**config.mk**
```make
export PLATFORM = sky130hd
export DESIGN_NAME = rf_wb_arbiter
export DESIGN_NICKNAME = d
export VERILOG_FILES = /design/src/rtl/rf_pkg.sv /design/src/rtl/rr_arb2.sv /design/src/rtl/rf_wb_arbiter.sv
export SDC_FILE = /design/constraint.sdc
export NUM_CORES = 1
export LEC_CHECK = 0
export CORE_MARGIN = 3
export CORE_UTILIZATION = 31
export CTS_BUF_LIST = sky130_fd_sc_hd__clkbuf_16
export DETAILED_ROUTE_END_ITERATION = 10
export SLEW_MARGIN = 20
export SYNTH_ARGS = -nofsm -noshare
export SYNTH_HDL_FRONTEND = slang
export SYNTH_HIERARCHICAL = 1
export SYNTH_SLANG_ARGS = --single-unit
```
**constraint.sdc**
```tcl
create_clock -name clk -period 3.1 [get_ports clk]
set_input_delay 0.31 -clock clk [delete_from_list [all_inputs] [get_ports clk]]
set_output_delay 0.31 -clock clk [all_outputs]
set_load 0.005 [all_outputs]
```
**src/rtl/rf_pkg.sv**
```systemverilog
// Shared constants and types for the register-file writeback path.
package rf_pkg;

  localparam int NUM_REGS = 32;
  localparam int ADDR_W   = 5;
  localparam int DATA_W   = 32;

  typedef enum logic {
    REQ_ALU = 1'b0,
    REQ_MEM = 1'b1
  } req_e;

  typedef struct packed {
    logic [ADDR_W-1:0] rd;
    logic [DATA_W-1:0] data;
  } wb_req_t;

endpackage

```
**src/rtl/rr_arb2.sv**
```systemverilog
// Two-way round-robin arbiter; on a tie the requester that did not win last is granted.
//   last_grant_q | meaning
//   REQ_ALU      | side A won the most recent grant, B wins the next tie
//   REQ_MEM      | side B won the most recent grant (reset), A wins the next tie
module rr_arb2
  import rf_pkg::*;
(
  input  logic clk,
  input  logic rst_n,
  input  logic req_a_i,
  input  logic req_b_i,
  output logic gnt_a_o,
  output logic gnt_b_o
);

  req_e last_grant_q;

  assign gnt_a_o = req_a_i & (~req_b_i | (last_grant_q == REQ_MEM));
  assign gnt_b_o = req_b_i & (~req_a_i | (last_grant_q == REQ_ALU));

  always_ff @(posedge clk or negedge rst_n) begin
    if (!rst_n) begin
      last_grant_q <= REQ_MEM;
    end else if (gnt_a_o) begin
      last_grant_q <= REQ_ALU;
    end else if (gnt_b_o) begin
      last_grant_q <= REQ_MEM;
    end
  end

endmodule

```
**src/rtl/rf_wb_arbiter.sv**
```systemverilog
// Shares the register-file write port between the ALU and load writeback paths and
// keeps the per-register busy scoreboard that decode uses for RAW and WAW stalls.
module rf_wb_arbiter
  import rf_pkg::wb_req_t;
#(
  parameter int NUM_REGS = rf_pkg::NUM_REGS,
  parameter int ADDR_W   = rf_pkg::ADDR_W,
  parameter int DATA_W   = rf_pkg::DATA_W
) (
  input  logic              clk,
  input  logic              rst_n,
  input  logic              alloc_valid,
  input  logic [ADDR_W-1:0] alloc_rd,
  output logic              alloc_ready,
  input  logic [ADDR_W-1:0] chk_rs1,
  input  logic [ADDR_W-1:0] chk_rs2,
  output logic              rs1_busy,
  output logic              rs2_busy,
  input  logic              alu_valid,
  input  logic [ADDR_W-1:0] alu_rd,
  input  logic [DATA_W-1:0] alu_data,
  output logic              alu_ready,
  input  logic              mem_valid,
  input  logic [ADDR_W-1:0] mem_rd,
  input  logic [DATA_W-1:0] mem_data,
  output logic              mem_ready,
  output logic              rf_w_en,
  output logic [ADDR_W-1:0] rf_w_addr,
  output logic [DATA_W-1:0] rf_w_data
);

  wb_req_t             alu_req;
  wb_req_t             mem_req;
  wb_req_t             wb_req;
  logic                wb_fire;
  logic [NUM_REGS-1:0] busy_q;
  logic [NUM_REGS-1:0] busy_d;
  logic                rf_w_en_q;
  logic [ADDR_W-1:0]   rf_w_addr_q;
  logic [DATA_W-1:0]   rf_w_data_q;

  rr_arb2 u_arb (
    .clk     (clk),
    .rst_n   (rst_n),
    .req_a_i (alu_valid),
    .req_b_i (mem_valid),
    .gnt_a_o (alu_ready),
    .gnt_b_o (mem_ready)
  );

  assign alu_req = '{rd: alu_rd, data: alu_data};
  assign mem_req = '{rd: mem_rd, data: mem_data};
  assign wb_fire = alu_ready | mem_ready;
  assign wb_req  = alu_ready ? alu_req : mem_req;

  // Reads see pre-edge state only, so a same-cycle clear still stalls the alloc.
  assign alloc_ready = alloc_valid & ~busy_q[alloc_rd];
  assign rs1_busy    = busy_q[chk_rs1];
  assign rs2_busy    = busy_q[chk_rs2];

  always_comb begin
    busy_d = busy_q;
    if (wb_fire) begin
      busy_d[wb_req.rd] = 1'b0;
    end
    if (alloc_ready && (alloc_rd != '0)) begin
      busy_d[alloc_rd] = 1'b1;
    end
    busy_d[0] = 1'b0;
  end

  always_ff @(posedge clk or negedge rst_n) begin
    if (!rst_n) begin
      busy_q      <= '0;
      rf_w_en_q   <= 1'b0;
      rf_w_addr_q <= '0;
      rf_w_data_q <= '0;
    end else begin
      busy_q    <= busy_d;
      rf_w_en_q <= wb_fire && (wb_req.rd != '0);
      if (wb_fire) begin
        rf_w_addr_q <= wb_req.rd;
        rf_w_data_q <= wb_req.data;
      end
    end
  end

  assign rf_w_en   = rf_w_en_q;
  assign rf_w_addr = rf_w_addr_q;
  assign rf_w_data = rf_w_data_q;

  // A writeback to a register nobody allocated is a requester protocol error.
  wb_to_busy_rd : assert property (@(posedge clk) disable iff (!rst_n)
    (wb_fire && (wb_req.rd != '0)) |-> busy_q[wb_req.rd]);

endmodule

```
Yosys cells after proc, flatten, opt, wreduce, memory -nomap -nowiden
Cells that the tools add are included.

Register bits: 70. Bits in latches: 0. Memory bits (writable): 0. Memory bits (read-only): 0. Input bits: 94. Output and inout bits: 43. Logic and storage cells: 46. Memories: 0.

Add/subtract/negate cells: 0. $mul: 0. Divide/modulo/power cells: 0. $lt $le $gt $ge: 6. Equality and inequality tests: 0. Shift-type cells: 0. Multiplexer cells: 15. Bitwise gates (word level): 13. Reduce and logical (&&, ||, !) cells: 7.

Operators with widths (count): 2-to-1 mux 32 bit (2); 2-to-1 mux 37 bit (1); bitwise AND 32 bit (1); NOT 32 bit (1); OR 32 bit (1); less-than comparator 5 x 6 -> 1 bit, second input constant (4); binary-select mux 1 bit (select 5 bit) (3); demux 1 bit (select 5 bit) (2); >= comparator 5 x 1 -> 1 bit, second input constant (2); nonzero test 5 bit (2); 2-to-1 mux 1 bit (7); logical AND 1 bit (4); NOT 1 bit (4); bitwise AND 1 bit (3); OR 1 bit (3); nonzero test 2 bit (1).

Longest topological paths before layout
Gate-level depths: netlist (run 1).

Depth after elaboration: 13. Gate-level depth with buffers: 9. Mapped depth without buffers: 6.

Cells and area by module
The synthesis (run 1) kept the hierarchy.

Modules (own cells, without submodules): rf_wb_arbiter (instances 1, cells each 416, area an instance 4192.8 µm², sequential area each 1726.7 µm²); rr_arb2 (instances 1, cells each 6, area an instance 53.8 µm², sequential area each 26.3 µm²).

Worst setup path after synthesis (run 1)
No wires, ideal clock.

Kind: register to register. From: register u_arb.last_grant_q. To: register busy_q[13]. Library setup time: 0.129 ns. Data arrival time: 2.055 ns. Data required time: 2.971 ns. Slack: 0.916 ns. Cell stages (with the launch flop): 10. Path buffers: 3. Clock period less this slack: 2.184 ns. Cells stage by stage: dfstp_2 > inv_1 > a21boi_1 > buf_2 > clkbuf_1 > clkbuf_1 > nand2_1 > o32a_1 > o21ai_0 > o41ai_1.

Longest elaborated chain between the ends: 12. Elaborated cells between the ends (all ways): 17. Classes of those cells: 2 x order compare; 5 x mux; 9 x bitwise; 1 x reduce/logical.

RTL lines: start, declared (RTL line rr_arb2.sv:16) `req_e last_grant_q;`; start signal, assigned (RTL line rr_arb2.sv:23) `last_grant_q <= REQ_MEM;`; start signal, assigned (RTL line rr_arb2.sv:25) `last_grant_q <= REQ_ALU;`; start signal, assigned (RTL line rr_arb2.sv:27) `last_grant_q <= REQ_MEM;`; OR 1 bit * (RTL line rr_arb2.sv:18) `assign gnt_a_o = req_a_i & (~req_b_i | (last_grant_q == REQ_MEM));`; bitwise AND 1 bit * (RTL line rr_arb2.sv:18); net alu_ready (RTL line rf_wb_arbiter.sv:22) `output logic alu_ready,`; 2-to-1 mux 37 bit (RTL line rf_wb_arbiter.sv:54) `assign wb_req = alu_ready ? alu_req : mem_req;`; less-than comparator 5 x 6 -> 1 bit (not written as such) / >= comparator 5 x 1 -> 1 bit (equally long branches) (RTL line rf_wb_arbiter.sv:64) `busy_d[wb_req.rd] = 1'b0;`; logical AND 1 bit (not written as such) (RTL line rf_wb_arbiter.sv:64); 2-to-1 mux 1 bit (not written as such) (RTL line rf_wb_arbiter.sv:64); demux 1 bit (select 5 bit) (RTL line rf_wb_arbiter.sv:64); NOT 32 bit (no source line); bitwise AND 32 bit (no source line); 2-to-1 mux 32 bit * (RTL line rf_wb_arbiter.sv:63) `if (wb_fire) begin`; OR 32 bit (no source line); 2-to-1 mux 32 bit * (RTL line rf_wb_arbiter.sv:66) `if (alloc_ready && (alloc_rd != '0)) begin`; net busy_d[13] (RTL line rf_wb_arbiter.sv:37) `logic [NUM_REGS-1:0] busy_d;`; end signal, assigned (RTL line rf_wb_arbiter.sv:79) `busy_q <= busy_d;`; end, declared (RTL line rf_wb_arbiter.sv:36) `logic [NUM_REGS-1:0] busy_q;`.

Mark *: on every way through the listed nets, which the timed path passes. The rest lies on a longest branch. A chain may end at the register's enable or synchronous reset.

Worst setup path after layout (run 1)
From: input port alloc_rd[0]. To: output port alloc_ready.

Longest elaborated chain between the ends: 4.

RTL lines: start, declared (RTL line rf_wb_arbiter.sv:13) `input logic [ADDR_W-1:0] alloc_rd,`; binary-select mux 1 bit (select 5 bit) (RTL line rf_wb_arbiter.sv:57) `assign alloc_ready = alloc_valid & ~busy_q[alloc_rd];`; 2-to-1 mux 1 bit (not written as such) (RTL line rf_wb_arbiter.sv:57); NOT 1 bit (RTL line rf_wb_arbiter.sv:57); bitwise AND 1 bit (RTL line rf_wb_arbiter.sv:57); end, declared (RTL line rf_wb_arbiter.sv:14) `output logic alloc_ready,`.

Every way passes these cells. The select of a mux whose other input is x is not followed.

==> flow_summary.json, run 1 <==
{
  "p_sw_uw": 994,
  "synthCells": 422,
  "finalSetupTns_ps": 0,
  "grt_antenna_before_repair": 0,
  "status": "complete, no violations",
  "clock_skew_ps": 3.85,
  "cts.reportedPaths.clkPinSlew_ps": 50,
  "power_density_nw_per_um2": 528,
  "grt_pass1_wl_um": 21700,
  "design.core.area_um2": 13300,
  "endpoint_kind": "output pin",
  "rsz0062_at_grt": "false",
  "syn_to_final_growth_pct": 45.4,
  "place_area_um2": 5910,
  "htreeDepth": 3,
  "die_h_um": 123,
  "worstPathRequired_ps": 2790,
  "fin_crit_sh_pct": 96.7,
  "final_cell_mix": "135 x clkdlybuf4s50_1, 69 x o21ai_0, 69 x dfrtp_1, 54 x nand2_1, 48 x mux2i_1",
  "cp_max_fo": 2,
  "power_frac_clock_pct": 26.8,
  "irDropWorstVdd_mv": 0.229,
  "ys_top_cells_by_area": "dfrtp_1 41%, mux2i_1 11%, o21ai_0 8.1%",
  "drc": 0,
  "ys.flop_type": "dfrtp_1",
  "seq_power_share_pct": 41.5,
  "hpwl_um": 10500,
  "numPortBuffers": 136,
  "syn-num-nets": 516,
  "synth_cell_types": 55,
  "grt.overflow.total": 0,
  "hold_path_end": "rf_w_addr[2]$_DFFE_PN0N_",
  "ant_nets": 0,
  "synth-seq-cells": 70,
  "grt_pass1_vias": 4034,
  "startpoint_type": "primary input",
  "cap_viol_max_count": 0,
  "max-slew-margin-rel_pct": 50.2,
  "setup-violations-final": 0,
  "synth.avg_cell_area_um2": 10.1,
  "die-area_um2": 15100,
  "n_antenna_cell": 0,
  "syn_area_um2": 4250,
  "pre_cts_slack_ps": 10.1,
  "r2r_start": "u_arb/last_grant_q$_DFFE_PN1P_",
  "cts_made_buffers": 9,
  "place_inst": 729,
  "wl_per_cell_um": 18.1,
  "yosysSeqAreaShare_pct": 41.3,
  "final_common_cell": "clkdlybuf4s50_1",
  "worst_pin_slew_ps": 727,
  "n_fill_cell": 1287,
  "holdPathStages": 2,
  "wirelength_um": 13500,
  "io_pins": 137,
  "p_leak_nw": 2.52,
  "yosysWarningCount": 6,
  "final_layout_size_suffix_gt1_share_pct": 12.8,
  "vias": 3899,
  "final_area_um2": 6170,
  "r2r-end": "busy_q[6]$_DFF_PN0_",
  "min_period_ps": 3000,
  "clock_latency_ps": 320,
  "ff2ff_path_depth": 6,
  "die_width_um": 123,
  "final_cells": 745,
  "min_path_type": "reg2reg",
  "grt_usage_pct": 18.5,
  "grt_max_degree": 55,
  "clockRootBuffer": "clkbuf_16",
  "clockBufferDepth": 2,
  "post-route-worst-setup-slack_ps": 102,
  "first_pass_iters": 5,
  "final_hold_viol_count": 0,
  "ys_async_sr_fraction_pct": 100,
  "num_rows": 42,
  "start_util_pct": 31.9,
  "synthDominantCellAreaShare_pct": 40.7,
  "synth_edf_count": 0,
  "crit_arrival_ps": 2690,
  "clkSinkCount": 70,
  "path_class": "in2out",
  "cp-startpoint": "alloc_rd[0]",
  "viasPerCell": 5.23,
  "cts_tree": "built",
  "drt_iter0_drc": 238,
  "p_int_mw": 2.27,
  "hp-start": "rf_w_addr[2]$_DFFE_PN0N_",
  "nets": 659,
  "combPwrFrac_pct": 31.7,
  "sw_frac_of_total_pct": 30.5,
  "max_freq_mhz": 334,
  "gp_congestion": 0.873,
  "yosysTopAreaCell": "dfrtp_1",
  "rrSetupSlack_ps": 570,
  "final_max_slew_viol_count": 0
}
## Yosys cell counts, drive strengths merged, types with 4 or more instances
cell type	count
a31oi	6
or2	4
a21oi	8
mux2i	48
nand3	7
inv	9
mux4	16
nor2	12
clkbuf	16
buf	15
o21ai	69
o31ai	11
dfrtp	69
nand2	54
nor2b	7
mux2	6
## power by group through the flow
stage | registers [mW] | logic (mW) | clock network, mW
4_1_cts | 1.35 | 1.05 | 0.898
3_5_place_dp | 1.35 | 1.04 | 0
6_report | 1.35 | 1.03 | 0.874
5_1_grt | 1.38 | 1.15 | 0.938
2_1_floorplan | 1.26 | 0.568 | 0
3_3_place_gp | 1.36 | 1.02 | 0
## routing by layer
metal	up-vias	wire length [µm]	global-route usage, %
met4	0	213	5.33
met2	169	5810	27.6
met5	-	0	0
li1	1863	-	-
met3	15	1450	6.72
met1	1852	6040	25.4
## timing repair
item                       CTS  global route
hold buffers                 1             0
setup endpoints to repair    0             1
setup buffers                0             0
hold endpoints to repair    23             0
resized for setup            0             1
## state kept, by name, indices dropped and copies added (netlist names)
signal	count
rf_w_addr	5
busy_q	31
u_arb/last_grant_q	1
rf_w_en	1
rf_w_data	32
## cell type report
cell class / instances / area [µm²] / area share (%)
clock buffers: 9 / 225 / 3.65
inverters: 9 / 33.8 / 0.547
multi-input cells: 312 / 2340 / 38.0
clock inverters: 6 / 25.0 / 0.405
repair buffers: 163 / 1570 / 25.5
flip-flops and latches: 70 / 1750 / 28.4
well taps: 176 / 220 / 3.57
## how the worst max path moves through the flow
stage | cells after the start | slack, ps | end
after floorplan | 9 | 920 | busy_q[13]$_DFF_PN0_
after global placement | 6 | 40 | alloc_ready
after detailed placement | 6 | 10 | alloc_ready
after CTS | 6 | 4 | alloc_ready
after global routing | 6 | 20 | alloc_ready
final | 6 | 100 | alloc_ready
## worst max-delay path, cell delays in order
cell and delay [ps]:
clkdlybuf4s50_1 510, mux4_2 540, a31o_1 250, a31o_4 220, nor4_2 310, clkdlybuf4s50_1 550
## cell families (layout without fill, tap and decap cells)
group                  after synthesis  count (layout)  synth area share [%]
AO/OA/AOI/OAI                      131             131                  19.7
AND/OR/NAND/NOR                    111             111                  13.2
multiplexers                        70              70                  21.6
flip-flops                          70              70                  41.3
buffers and inverters               40             187                  4.21
## metrics by stage
| step | power [mW] | utilization [%] | hold WS [ps] |
|---|---|---|---|
| floorplan | 1.83 | - | 14.4 |
| global placement | 2.38 | 44.4 | 329 |
| detailed placement | 2.40 | 44.4 | 345 |
| CTS | 3.29 | 46.4 | 535 |
| global route | 3.47 | 46.4 | 555 |
| finish | 3.26 | 46.4 | 537 |
Note: power is estimated with default switching activity, not from simulation.
==> run 2: changes to the inputs <==
--- a/config.mk
+++ b/config.mk
@@ -9,6 +9,7 @@
 export CORE_UTILIZATION = 31
 export CTS_BUF_LIST = sky130_fd_sc_hd__clkbuf_16
 export DETAILED_ROUTE_END_ITERATION = 10
+export HOLD_SLACK_MARGIN = 0.12
 export SLEW_MARGIN = 20
 export SYNTH_ARGS = -nofsm -noshare
 export SYNTH_HDL_FRONTEND = slang
==> results of run 2 <==
The final DEF is identical to that of run 1; final timing and power are the same.
